## src/rtl/radio_enable_sequencer.sv

```systemverilog
`default_nettype none
// ============================================================================
//  Module      : radio_enable_sequencer
//  Description : Per-channel radio enable qualification. Each channel waits
//                for its PLL to lock, lets the synthesizer settle for a
//                programmable number of clk cycles and only then exposes the
//                enable and RX/TX select. A loss of lock while active raises
//                a one-cycle lockLost pulse. Channels are fully independent.
//  Revision    : 1.0 - initial release
// ============================================================================
module radio_enable_sequencer #(
    parameter int BIT_WIDTH     = 2,
    parameter int SIZE_T_ARSTFS = BIT_WIDTH
) (
    input  logic                     clk,
    input  logic                     rst,
    input  logic [BIT_WIDTH-1:0]     radioEnableSynced,
    input  logic [BIT_WIDTH-1:0]     radioRxEnSynced,
    input  logic [BIT_WIDTH-1:0]     pllSettled,
    input  logic [SIZE_T_ARSTFS-1:0] tArstFs,
    output logic [BIT_WIDTH-1:0]     radioEnable1,
    output logic [BIT_WIDTH-1:0]     radioRxEn1,
    output logic [BIT_WIDTH-1:0]     lockLost
);

    typedef enum logic [1:0] {
        ST_IDLE     = 2'd0,
        ST_WAIT_PLL = 2'd1,
        ST_SETTLE   = 2'd2,
        ST_ACTIVE   = 2'd3
    } state_t;

    generate
        for (genvar g = 0; g < BIT_WIDTH; g++) begin : g_chan
            state_t                   r_state;
            logic [SIZE_T_ARSTFS-1:0] r_cnt;
            logic                     r_rx_latch;
            logic                     r_enable;
            logic                     r_rx_en;
            logic                     r_lock_lost;

            logic w_en;
            logic w_rx;
            logic w_pll;

            assign w_en  = radioEnableSynced[g];
            assign w_rx  = radioRxEnSynced[g];
            assign w_pll = pllSettled[g];

            // Channel FSM: priority is reset, enable drop, lock loss, RX/TX
            // change, then settle count. Outputs are registered alongside the
            // state so they never follow the inputs combinationally.
            always_ff @(posedge clk) begin
                if (rst) begin
                    r_state     <= ST_IDLE;
                    r_cnt       <= '0;
                    r_rx_latch  <= 1'b0;
                    r_enable    <= 1'b0;
                    r_rx_en     <= 1'b0;
                    r_lock_lost <= 1'b0;
                end else begin
                    // Outputs default low; only a cycle spent in ACTIVE
                    // raises them, and lockLost only lives for one cycle.
                    r_enable    <= 1'b0;
                    r_rx_en     <= 1'b0;
                    r_lock_lost <= 1'b0;
                    if (!w_en) begin
                        r_state <= ST_IDLE;
                    end else begin
                        case (r_state)
                            ST_IDLE: begin
                                r_state    <= ST_WAIT_PLL;
                                r_rx_latch <= w_rx;
                            end
                            ST_WAIT_PLL: begin
                                if (w_pll) begin
                                    r_state    <= ST_SETTLE;
                                    r_cnt      <= tArstFs;
                                    r_rx_latch <= w_rx;
                                end
                            end
                            ST_SETTLE: begin
                                if (!w_pll) begin
                                    r_state <= ST_WAIT_PLL;
                                end else if (w_rx != r_rx_latch) begin
                                    // Direction changed mid-settle: restart
                                    // the full settle window.
                                    r_cnt      <= tArstFs;
                                    r_rx_latch <= w_rx;
                                end else if (r_cnt == '0) begin
                                    r_state  <= ST_ACTIVE;
                                    r_enable <= 1'b1;
                                    r_rx_en  <= r_rx_latch;
                                end else begin
                                    r_cnt <= r_cnt - 1'b1;
                                end
                            end
                            ST_ACTIVE: begin
                                if (!w_pll) begin
                                    r_state     <= ST_WAIT_PLL;
                                    r_lock_lost <= 1'b1;
                                end else if (w_rx != r_rx_latch) begin
                                    // Retune: synthesizer must settle again.
                                    r_state    <= ST_SETTLE;
                                    r_cnt      <= tArstFs;
                                    r_rx_latch <= w_rx;
                                end else begin
                                    r_enable <= 1'b1;
                                    r_rx_en  <= r_rx_latch;
                                end
                            end
                            default: begin
                                r_state <= ST_IDLE;
                            end
                        endcase
                    end
                end
            end

            assign radioEnable1[g] = r_enable;
            assign radioRxEn1[g]   = r_rx_en;
            assign lockLost[g]     = r_lock_lost;
        end
    endgenerate

endmodule
`default_nettype wire

```

## config.mk

```make
export PLATFORM = sky130hd
export DESIGN_NAME = radio_enable_sequencer
export DESIGN_NICKNAME = d
export VERILOG_FILES = /design/src/rtl/radio_enable_sequencer.sv
export SDC_FILE = /design/constraint.sdc
export NUM_CORES = 1
export LEC_CHECK = 0
export CORE_MARGIN = 3
export CORE_UTILIZATION = 56
export CTS_BUF_LIST = sky130_fd_sc_hd__clkbuf_4
export CTS_CLUSTER_SIZE = 25
export DETAILED_ROUTE_END_ITERATION = 8
export PLACE_DENSITY = 0.9
export SLEW_MARGIN = 20
export SYNTH_ARGS = -nofsm -noshare
export SYNTH_HDL_FRONTEND = slang
export SYNTH_SLANG_ARGS = --single-unit
```

## constraint.sdc

```tcl
create_clock -name clk -period 2.59 [get_ports clk]
set_clock_uncertainty 0.05 [all_clocks]
set_input_delay 0.518 -clock clk [delete_from_list [all_inputs] [get_ports clk]]
set_output_delay 0.518 -clock clk [all_outputs]
set_load 0.05 [all_outputs]
```

## Word-level counts from Yosys, hierarchy flattened

Cells that the tools add are included.

| operators by class | value |
|---|---|
| $add $sub $neg | 2 |
| equal/unequal tests | 28 |
| muxes and demuxes | 62 |
| bitwise operators | 4 |
| reduce and logical (&&, ||, !) cells | 18 |

Operators by type and width:

| cell | number |
|---|---|
| 2-bit 2-to-1 mux | 24 |
| 1-bit 2-to-1 mux | 28 |
| 3-bit inequality test, second input constant | 8 |
| 2-bit inequality test, second input constant | 8 |
| 2-bit case mux with 4 select lines | 2 |
| 4-bit AND reduction | 4 |
| 7-bit AND reduction | 2 |
| 2-bit case mux with 3 select lines | 2 |
| 2-bit equality test, second input constant | 4 |
| 2-bit zero test | 4 |
| 2-bit by 1-bit inequality test with 1-bit output, second input constant | 4 |
| 1-bit case mux with 2 select lines | 4 |
| 2-bit OR reduction | 4 |
| 1-bit case mux with 3 select lines | 2 |
| 3-bit nonzero test | 2 |
| 3-bit OR reduction | 2 |
| 2-bit by 1-bit equality test with 1-bit output, second input constant | 2 |
| 1-bit inverter | 4 |
| 2-bit by 1-bit subtractor with 2-bit output, second input constant | 2 |
| 1-bit inequality test | 2 |

| word-level totals | value |
|---|---|
| register bits | 16 |
| input port bits | 10 |
| output and inout port bits | 6 |
| logic and storage cells | 126 |

## Depth between registers and ports, before layout

Gate-level depths: netlist (run 1).

| depth | value |
|---|---|
| depth in word-level cells | 5 |
| gate-level depth with buffers | 6 |
| depth with buffers taken out | 6 |

## Least setup slack after synthesis (run 1)

No wires, ideal clock.

| timing path | value |
|---|---|
| path type | in2reg |
| start point | input radioRxEnSynced[1] |
| end point | register g_chan[1].r_cnt[0] |
| setup time | 70 ps |
| data arrival time | 1,678 ps |
| data required time | 2,470 ps |
| slack | 792 ps |
| stages | 5 |
| buffers on the path | 0 |
| path through | ha_1 o21ba_1 a211o_1 a211o_1 a21oi_1 |

| on the way | value |
|---|---|
| longest elaborated chain between the ends | 4 |
| elaborated cells between the ends (all ways) | 7 |
| classes of those cells | 3 x eq/ne; 3 x mux; 1 x reduce/logical |

Ends and longest elaborated chain:

| element | RTL line | RTL |
|---|---|---|
| start, declared | 18 | `input logic [BIT_WIDTH-1:0] radioRxEnSynced,` |
| 1-bit inequality test * | 85, 102 |  |
| 2-bit 2-to-1 mux | 85 | `end else if (w_rx != r_rx_latch) begin` |
| 2-bit 2-to-1 mux | 83 | `if (!w_pll) begin` |
| 2-bit case mux with 3 select lines | 70 | `case (r_state)` |
| end signal, assigned | 78 | `r_cnt <= tArstFs;` |
| end signal, assigned | 88 | `r_cnt <= tArstFs;` |
| end signal, assigned | 105 | `r_cnt <= tArstFs;` |
| end, declared | 36 | `logic [SIZE_T_ARSTFS-1:0] r_cnt;` |

Every way passes the cells marked *; elsewhere a longest branch is shown, timed or not. The select of a mux whose other input is x is not followed.
A chain may end at the register's enable or synchronous reset.

## Worst setup path after layout (run 1)

| timing path | value |
|---|---|
| start point | input radioRxEnSynced[0] |
| end point | register g_chan[0].r_cnt[0] |

| on the way | value |
|---|---|
| longest elaborated chain between the ends | 4 |
| elaborated cells between the ends (all ways) | 7 |
| classes of those cells | 3 x eq/ne; 3 x mux; 1 x reduce/logical |

Ends and longest elaborated chain:

| element | RTL line |
|---|---|
| 1-bit inequality test * | 85, 102 |
| 2-bit 2-to-1 mux | 85 |
| 2-bit 2-to-1 mux | 83 |
| 2-bit case mux with 3 select lines | 70 |
| end signal, assigned | 78 |
| end signal, assigned | 88 |
| end signal, assigned | 105 |
| end, declared | 36 |

Marked as above.

==> tab_implementation.tex, run 1 <==
\begin{tabular}{lr}
\hline
Metric & Value \\
\hline
\multicolumn{2}{l}{\textbf{Outcome}} \\
Status & completed \\
\multicolumn{2}{l}{\textbf{Clock tree}} \\
Number of setup buffers added after CTS & 0 \\
Sinks on the clock net & 16 \\
Number of gates given a new drive strength after cts & 0 \\
CTS Buffer Depth & 2 \\
CTS buffer count & 3 \\
Skew-Pair Late Insertion Delay & 0.28 ns \\
Clock-pin slew reported for the worst setup and hold paths after clock tree synthesis & about 0.090 ns \\
Maximum level of the CTS H-tree & 1 \\
Number of buffers inserted by hold repair at cts & 0 \\
Buffer cell driving the clock tree root & sky130\_fd\_sc\_hd\_\_clkbuf\_4 \\
TritonCTS clock tree & built \\
\multicolumn{2}{l}{\textbf{Timing}} \\
Setup repair after global routing missed its margin & false \\
Worst hold-check slack & 0.444 ns \\
Final Hold Violating Endpoints & 0 \\
Final cycle utilization of the critical path & 0.800 \\
Worst-case headroom to the max-slew limit & 0.659 \\
Pin slew with the least headroom to its limit & 0.511 ns \\
Minimum clock period after layout & 2.07 ns \\
Sum of negative setup slack & 0 ns \\
Worst setup margin & slightly above 0.5 ns \\
Number of pins exceeding their max-slew limit in the final report & 0 \\
Highest clock rate & about 0.48 GHz \\
Total of endpoints with negative setup slack in the final report & 0 \\
\multicolumn{2}{l}{\textbf{Finish}} \\
Antenna Cells & 0 \\
Post-Layout Cell Count & $\sim$120 \\
Nets@finish & $\sim$120 \\
Share of layout cells above drive strength 1 & 0.0481 \\
Layout overhead on the synthesized area & 18.3\% \\
\multicolumn{2}{l}{\textbf{Setup path}} \\
Worst reg-to-reg setup slack & approximately 0.86 ns \\
Worst-case reg-to-reg path depth & 5 \\
Maximum fanout along the worst path & 5 \\
Crit path max-delay cell type & sky130\_fd\_sc\_hd\_\_clkdlybuf4s50\_1 \\
Stage delay of the slowest cell on the critical path & about 0.43 ns \\
Kind of launch point of the worst setup path & primary input \\
End of the worst register-to-register path & g\_chan[0].r\_cnt[0] \\
Critical Path AT & about 2.2 ns \\
Data required time of the critical path & approximately 2.7 ns \\
Crit path cell chain & clkdlybuf4s50\_1 > ha\_1 > o21ba\_2 > a211oi\_1 > o21a\_1 > o31ai\_1 \\
Worst r2r src & g\_chan[0].r\_rx\_latch \\
Critical Setup Path Class & in -> reg \\
Critical Path End Type & flop \\
\multicolumn{2}{l}{\textbf{Route}} \\
Starting DRC count in detailed routing & 10 \\
Wire length per cell after detailed routing & around 12 µm \\
Via density & about 5.7 \\
Via count of the routed design & around 670 \\
Number of detailed-routing iterations run before antenna repair & 4 \\
Routed WL & roughly 1400 µm \\
Remaining antenna violation count after routing & 0 \\
Post-route DRC & 0 \\
\multicolumn{2}{l}{\textbf{Min path}} \\
WHS Endpoint & g\_chan[0].r\_cnt[1] \\
Start point of the worst min-delay path & g\_chan[0].r\_cnt[1] \\
Hold Path Class & reg -> reg \\
Hold-critical path depth & 2 \\
\multicolumn{2}{l}{\textbf{Power}} \\
Comb power frac & 0.136 \\
Overall power consumption & $\sim$0.45 mW \\
Power Dens Cells & $\sim$480 mW/mm² \\
Static leakage & around 0.39 nW \\
Net switching power of the design & around 0.11 mW \\
Worst voltage drop across the vdd grid & 0.000333 V \\
Share of power burned in the clock network & 0.288 \\
Internal & 0.340 mW \\
Relative contribution of sequential cells to total power & 0.576 \\
Sw Ratio & 0.243 \\
\multicolumn{2}{l}{\textbf{Die}} \\
Core region area & roughly 0.0012 mm² \\
Floorplan die area & 0.00190 mm² \\
Die boundary width & 43.6 µm \\
Top-level I/O count & 16 \\
Number of rows created at floorplan & 12 \\
Chip height & around 44 µm \\
Starting density of the core & 0.651 \\
\multicolumn{2}{l}{\textbf{Global routing}} \\
Initial antenna violation count & 0 \\
Remaining global-route overflow & 0 \\
Gr usage total & 0.168 \\
Vias in the first global route & 550 \\
Pin count of the biggest net entering global routing & 10 \\
Wire length of the first global-routing pass & 2370 µm \\
\multicolumn{2}{l}{\textbf{Flow run}} \\
Max cap viols & 0 \\
\multicolumn{2}{l}{\textbf{Logic synthesis}} \\
Post-Synthesis Net Count & $\sim$110 \\
Flops \& latches, synth & 16 \\
Library cells used by synthesis & 29 \\
Count of synthesis-stage warnings from yosys & 0 \\
Count of mapped cells out of synthesis & 92 \\
Sequential share of the synthesized area & 0.404 \\
Mean instance size in the synthesized netlist & approximately 8.6 µm² \\
Post-Synthesis Cell Area & 792 µm² \\
\multicolumn{2}{l}{\textbf{Placed design}} \\
Buffers added on ports & 15 \\
Number of placed cells counting well taps & 114 \\
Worst setup slack before clock tree synthesis & between 0.2 and 0.25 ns \\
Final weighted congestion of routability-driven global placement & approximately 0.77 \\
Hpwl dp & about 1100 µm \\
\hline
\end{tabular}
-- worst max path at each step --
| stage | to | start | slack [ns] |
|---|---|---|---|
| final | g_chan[0].r_cnt[0] | radioRxEnSynced[0] | 0.52 |
| after global routing | g_chan[0].r_cnt[1] | radioRxEnSynced[0] | 0.37 |
| after CTS | g_chan[0].r_cnt[0] | radioRxEnSynced[0] | 0.53 |
| after detailed placement | g_chan[0].r_cnt[0] | radioRxEnSynced[0] | 0.23 |
| after global placement | g_chan[0].r_cnt[0] | radioRxEnSynced[0] | 0.25 |
| after floorplan | g_chan[1].r_cnt[0] | radioRxEnSynced[1] | 0.79 |
-- state kept, by name, summed over array words and instances (netlist names) --
register and flops:
g_chan.r_rx_latch 2, g_chan.r_rx_en 2, g_chan.r_enable 2, g_chan.r_cnt 4, g_chan.r_lock_lost 2, g_chan.r_state 4
-- per-stage QoR --
step                       util  cell area, µm²
after floorplan               -             792
after global placement    0.749             911
after detailed placement  0.749             911
after CTS                 0.771             937
after global routing      0.771             937
final                     0.771             937
-- per-layer routing --
metal / track usage / share of wire / routed length [µm]
met3: 0.0747 / 0.059 / 85
met5: 0 / 0 / 0
met4: 0.0361 / 0.0076 / 11
met2: 0.256 / 0.45 / 647
met1: 0.218 / 0.48 / 695
-- Yosys cell counts --
master	n	area (µm²)
sky130_fd_sc_hd__buf_4	6	45.0
sky130_fd_sc_hd__o31ai_1	2	15.0
sky130_fd_sc_hd__nor2_1	10	37.5
sky130_fd_sc_hd__and4bb_2	1	12.5
sky130_fd_sc_hd__or3b_1	1	8.76
sky130_fd_sc_hd__nand2_1	7	26.3
sky130_fd_sc_hd__clkbuf_1	1	3.75
sky130_fd_sc_hd__dfxtp_1	16	320
sky130_fd_sc_hd__nor3b_1	1	7.51
sky130_fd_sc_hd__and3_1	2	12.5
sky130_fd_sc_hd__o211a_1	1	10.0
sky130_fd_sc_hd__o2111ai_1	2	17.5
sky130_fd_sc_hd__nor4bb_1	1	10.0
sky130_fd_sc_hd__nor2b_1	2	12.5
sky130_fd_sc_hd__and2_1	1	6.26
sky130_fd_sc_hd__o21a_1	1	7.51
sky130_fd_sc_hd__nor3_1	3	15.0
sky130_fd_sc_hd__a211oi_1	1	7.51
sky130_fd_sc_hd__inv_1	8	30.0
sky130_fd_sc_hd__a41o_1	2	20.0
sky130_fd_sc_hd__nand3_1	2	10.0
sky130_fd_sc_hd__a221oi_1	1	8.76
sky130_fd_sc_hd__ha_1	4	50.1
sky130_fd_sc_hd__o21ai_0	4	20.0
sky130_fd_sc_hd__o21ai_1	1	5.00
sky130_fd_sc_hd__a211o_1	2	17.5
sky130_fd_sc_hd__a21oi_1	7	35.0
sky130_fd_sc_hd__o21ba_2	1	10.0
sky130_fd_sc_hd__o21ba_1	1	10.0
-- cell usage in the layout (no fill, tap or decap) --
master	synthesis	final
sky130_fd_sc_hd__dfxtp_1	16	16
sky130_fd_sc_hd__nor3_1	3	3
sky130_fd_sc_hd__clkbuf_4	0	3
sky130_fd_sc_hd__o21ba_1	1	1
sky130_fd_sc_hd__and4bb_2	1	1
sky130_fd_sc_hd__and2_1	1	1
sky130_fd_sc_hd__or3b_1	1	1
sky130_fd_sc_hd__a21oi_1	7	7
sky130_fd_sc_hd__ha_1	4	4
sky130_fd_sc_hd__nor2b_1	2	2
sky130_fd_sc_hd__o211a_1	1	1
sky130_fd_sc_hd__o21ai_0	4	4
sky130_fd_sc_hd__o21a_1	1	1
sky130_fd_sc_hd__o2111ai_1	2	2
sky130_fd_sc_hd__o21ai_1	1	1
sky130_fd_sc_hd__inv_1	8	8
sky130_fd_sc_hd__nand2_1	7	7
sky130_fd_sc_hd__nor2_1	10	10
sky130_fd_sc_hd__o31ai_1	2	2
sky130_fd_sc_hd__a41o_1	2	2
sky130_fd_sc_hd__clkdlybuf4s50_1	0	15
sky130_fd_sc_hd__a211o_1	2	2
sky130_fd_sc_hd__nand3_1	2	2
sky130_fd_sc_hd__nor3b_1	1	1
sky130_fd_sc_hd__a211oi_1	1	1
sky130_fd_sc_hd__and3_1	2	2
sky130_fd_sc_hd__clkinv_1	0	1
sky130_fd_sc_hd__nor4bb_1	1	1
sky130_fd_sc_hd__o21ba_2	1	1
sky130_fd_sc_hd__a221oi_1	1	1
-- power groups by stage --
stage                     Sequential (mW)  Clock (mW)  Combinational, mW
after floorplan                     0.262           0             0.0369
after global placement              0.264           0             0.0583
after detailed placement            0.264           0             0.0598
after CTS                           0.258       0.134             0.0604
after global routing                0.260       0.147             0.0685
final                               0.258       0.129             0.0611
-- final cells by class --
| type | count | area [µm²] |
|---|---|---|
| multi-input combinational | 61 | 393 |
| inverter | 8 | 30.0 |
| tap | 14 | 17.5 |
| timing repair buffer | 15 | 150 |
| clock inverter | 1 | 3.75 |
| sequential | 16 | 320 |
| clock buffer | 3 | 22.5 |
| fill | 88 | 279 |
-- critical path, delay by kind of cell --
kind	cells	cell delay [ns]
buffers and inverters	1	0.43
AO/OA/AOI/OAI	4	0.88
adder cells (fa/ha/maj)	1	0.38
-- cells by family after synthesis --
| family | after synthesis | share of synthesized area |
|---|---|---|
| flops | 16 | 0.404 |
| simple gates | 31 | 0.201 |
| buf+inv | 15 | 0.0995 |
| fa+ha+maj | 4 | 0.0632 |
| compound gates | 26 | 0.232 |
No activity file was read; power rests on OpenSTA's default activity.
==> run 2: changes to the inputs <==
--- a/config.mk
+++ b/config.mk
@@ -6,11 +6,11 @@
 export NUM_CORES = 1
 export LEC_CHECK = 0
 export CORE_MARGIN = 3
-export CORE_UTILIZATION = 56
+export CORE_UTILIZATION = 52
 export CTS_BUF_LIST = sky130_fd_sc_hd__clkbuf_4
 export CTS_CLUSTER_SIZE = 25
 export DETAILED_ROUTE_END_ITERATION = 8
-export PLACE_DENSITY = 0.9
+export PLACE_DENSITY = 0.85
 export SLEW_MARGIN = 20
 export SYNTH_ARGS = -nofsm -noshare
 export SYNTH_HDL_FRONTEND = slang
==> constraint.sdc (replaced) <==
create_clock -name clk -period 2 [get_ports clk]
set_clock_uncertainty 0.05 [all_clocks]
set_input_delay 0.4 -clock clk [delete_from_list [all_inputs] [get_ports clk]]
set_output_delay 0.4 -clock clk [all_outputs]
set_load 0.05 [all_outputs]
==> tab_implementation.tex, run 2 (same netlist as run 1, synthesis figures left out) <==
\begin{tabular}{lr}
\hline
Metric & Value \\
\hline
\multicolumn{2}{l}{\textbf{Setup path}} \\
Worst r2r src & g\_chan[1].r\_cnt[0] \\
End of the worst register-to-register path & g\_chan[1].r\_cnt[0] \\
Maximum fanout along the worst path & 4 \\
Kind of launch point of the worst setup path & primary input \\
Worst-case reg-to-reg path depth & 6 \\
Critical Path End Type & flop \\
Worst reg-to-reg setup slack & 0.36 ns \\
Critical Path AT & a little under 2 ns \\
Critical Setup Path Class & in -> reg \\
Data required time of the critical path & 2.14 ns \\
\multicolumn{2}{l}{\textbf{Timing}} \\
Minimum clock period after layout & between 1.5 and 2 ns \\
Sum of negative setup slack & 0 ns \\
Final cycle utilization of the critical path & 0.923 \\
Highest clock rate & 0.542 GHz \\
Final Hold Violating Endpoints & 0 \\
Setup repair after global routing missed its margin & false \\
Pin slew with the least headroom to its limit & a little under 0.5 ns \\
Total of endpoints with negative setup slack in the final report & 0 \\
Number of pins exceeding their max-slew limit in the final report & 0 \\
Worst-case headroom to the max-slew limit & 0.672 \\
\multicolumn{2}{l}{\textbf{Global routing}} \\
Remaining global-route overflow & 0 \\
Gr usage total & 0.162 \\
Vias in the first global route & just over 600 \\
Initial antenna violation count & 0 \\
Wire length of the first global-routing pass & between 2000 and 2500 µm \\
Pin count of the biggest net entering global routing & 10 \\
\multicolumn{2}{l}{\textbf{Clock tree}} \\
Buffer cell driving the clock tree root & sky130\_fd\_sc\_hd\_\_clkbuf\_4 \\
Number of setup buffers added after CTS & 0 \\
Sinks on the clock net & 16 \\
TritonCTS clock tree & built \\
Number of gates given a new drive strength after cts & 0 \\
Number of buffers inserted by hold repair at cts & 0 \\
Maximum level of the CTS H-tree & 1 \\
CTS buffer count & 3 \\
Clock-pin slew reported for the worst setup and hold paths after clock tree synthesis & approximately 0.10 ns \\
Skew-Pair Late Insertion Delay & 0.29 ns \\
CTS Buffer Depth & 2 \\
\multicolumn{2}{l}{\textbf{Power}} \\
Power Dens Cells & 610 mW/mm² \\
Static leakage & about 0.42 nW \\
Worst voltage drop across the vdd grid & between 0.0006 and 0.0007 V \\
\multicolumn{2}{l}{\textbf{Finish}} \\
Antenna Cells & 0 \\
Filler Cell Count & roughly 120 \\
Most common cell after layout, fill and taps aside & sky130\_fd\_sc\_hd\_\_dfxtp\_1 \\
Nets@finish & 124 \\
Biggest registers after layout & g\_chan.r\_cnt (4), g\_chan.r\_state (4) \\
Share of layout cells above drive strength 1 & 0.0917 \\
Commonest non-fill, non-tap cells in the layout & sky130\_fd\_sc\_hd\_\_dfxtp\_1 (16), sky130\_fd\_sc\_hd\_\_clkdlybuf4s50\_1 (15), sky130\_fd\_sc\_hd\_\_nor2\_1 (10), sky130\_fd\_sc\_hd\_\_inv\_1 (8) \\
Post-layout instance area & 976 µm² \\
Layout overhead on the synthesized area & 23.2\% \\
\multicolumn{2}{l}{\textbf{Route}} \\
Via density & approximately 5.6 \\
Detailed-route wire length on metal 1 & between 600 and 700 µm \\
Via count of the routed design & slightly below 700 \\
Starting DRC count in detailed routing & 14 \\
Post-route DRC & 0 \\
Remaining antenna violation count after routing & 0 \\
Wire length per cell after detailed routing & around 12 µm \\
Routed met2 length & between 700 and 800 µm \\
Length of routed met3 wiring & between 70 and 80 µm \\
Number of detailed-routing iterations run before antenna repair & 3 \\
Routed WL & between 1000 and 1500 µm \\
Top Layer Used & met4 \\
\multicolumn{2}{l}{\textbf{Min path}} \\
Hold Path Class & reg -> reg \\
WHS Endpoint & g\_chan[1].r\_cnt[1] \\
Hold-critical path depth & 2 \\
Start point of the worst min-delay path & g\_chan[1].r\_cnt[1] \\
\multicolumn{2}{l}{\textbf{Die}} \\
Number of rows created at floorplan & 13 \\
Top-level I/O count & 16 \\
Core region area & 0.00137 mm² \\
Floorplan die area & between 0.002 and 0.0025 mm² \\
Starting density of the core & 0.580 \\
Chip height & between 40 and 50 µm \\
Die boundary width & between 40 and 50 µm \\
\multicolumn{2}{l}{\textbf{Flow run}} \\
Max cap viols & 0 \\
\multicolumn{2}{l}{\textbf{Placed design}} \\
Hpwl dp & around 1200 µm \\
Buffers added on ports & 15 \\
Final weighted congestion of routability-driven global placement & about 0.78 \\
Post-place instance area & approximately 950 µm² \\
\multicolumn{2}{l}{\textbf{Outcome}} \\
Status & completed \\
\hline
\end{tabular}
## run 2: changes by cell type in the layout (fill, tap and decap cells not counted)
cell                    delta
sky130_fd_sc_hd__buf_4     +5
## run 2: area by class of cell
| class | count | area, µm² | share of cell area |
|---|---|---|---|
| clock buffer | 3 | 22.5 | 0.0231 |
| clock inverter | 1 | 3.75 | 0.00385 |
| inverter | 8 | 30.0 | 0.0308 |
| multi-input combinational | 61 | 393 | 0.403 |
| sequential | 16 | 320 | 0.328 |
| tap | 15 | 18.8 | 0.0192 |
| timing repair buffer | 20 | 188 | 0.192 |
## run 2: where the power goes
group | switching [mW] | internal (mW) | total (mW)
Sequential | 0.00762 | 0.327 | 0.334
Clock | 0.100 | 0.0725 | 0.173
Combinational | 0.0403 | 0.0481 | 0.0884
## run 2: per-layer routing
metal  track usage  vias to the layer above
li1              -                      358
met1         0.189                      316
met2         0.266                       14
met3        0.0717                        2
met4        0.0526                        0
met5             0                        -
## run 2: how the worst max path moves through the flow
stage	start	end	depth (start not counted)
2_1_floorplan	radioRxEnSynced[1]	g_chan[1].r_cnt[0]	5
3_3_place_gp	radioRxEnSynced[1]	g_chan[1].r_cnt[0]	6
3_5_place_dp	radioRxEnSynced[1]	g_chan[1].r_cnt[0]	6
4_1_cts	g_chan[1].r_rx_en	radioRxEn1[1]	1
5_1_grt	radioRxEnSynced[1]	g_chan[1].r_cnt[0]	6
6_report	radioRxEnSynced[1]	g_chan[1].r_cnt[0]	6
## run 2: stage by stage
step | setup slack, ns | instances | power [mW] | hold slack, ns | utilization
global route | 0.0341 | 124 | 0.626 | 0.472 | 0.714
detailed placement | -0.158 | 120 | 0.430 | 0.422 | 0.695
finish | 0.153 | 124 | 0.595 | 0.433 | 0.714
global placement | -0.126 | 120 | 0.426 | 0.418 | 0.695
CTS | 0.150 | 124 | 0.601 | 0.440 | 0.714
floorplan | 0.320 | 92 | 0.388 | 0.401 | -
## run 2: worst max-delay path, stage by stage
cell	delay, ns
sky130_fd_sc_hd__clkdlybuf4s50_1	0.42
sky130_fd_sc_hd__ha_1	0.32
sky130_fd_sc_hd__or3b_1	0.42
sky130_fd_sc_hd__and2_1	0.18
sky130_fd_sc_hd__o21ai_0	0.16
sky130_fd_sc_hd__a21oi_1	0.08
==> run 3: changes to the inputs <==
--- a/config.mk
+++ b/config.mk
@@ -5,6 +5,7 @@
 export SDC_FILE = /design/constraint.sdc
 export NUM_CORES = 1
 export LEC_CHECK = 0
+export CAP_MARGIN = 20
 export CORE_MARGIN = 3
 export CORE_UTILIZATION = 52
 export CTS_BUF_LIST = sky130_fd_sc_hd__clkbuf_4
==> results of run 3 <==
Same layout as run 2: the final DEF is identical, and so are final timing and power.
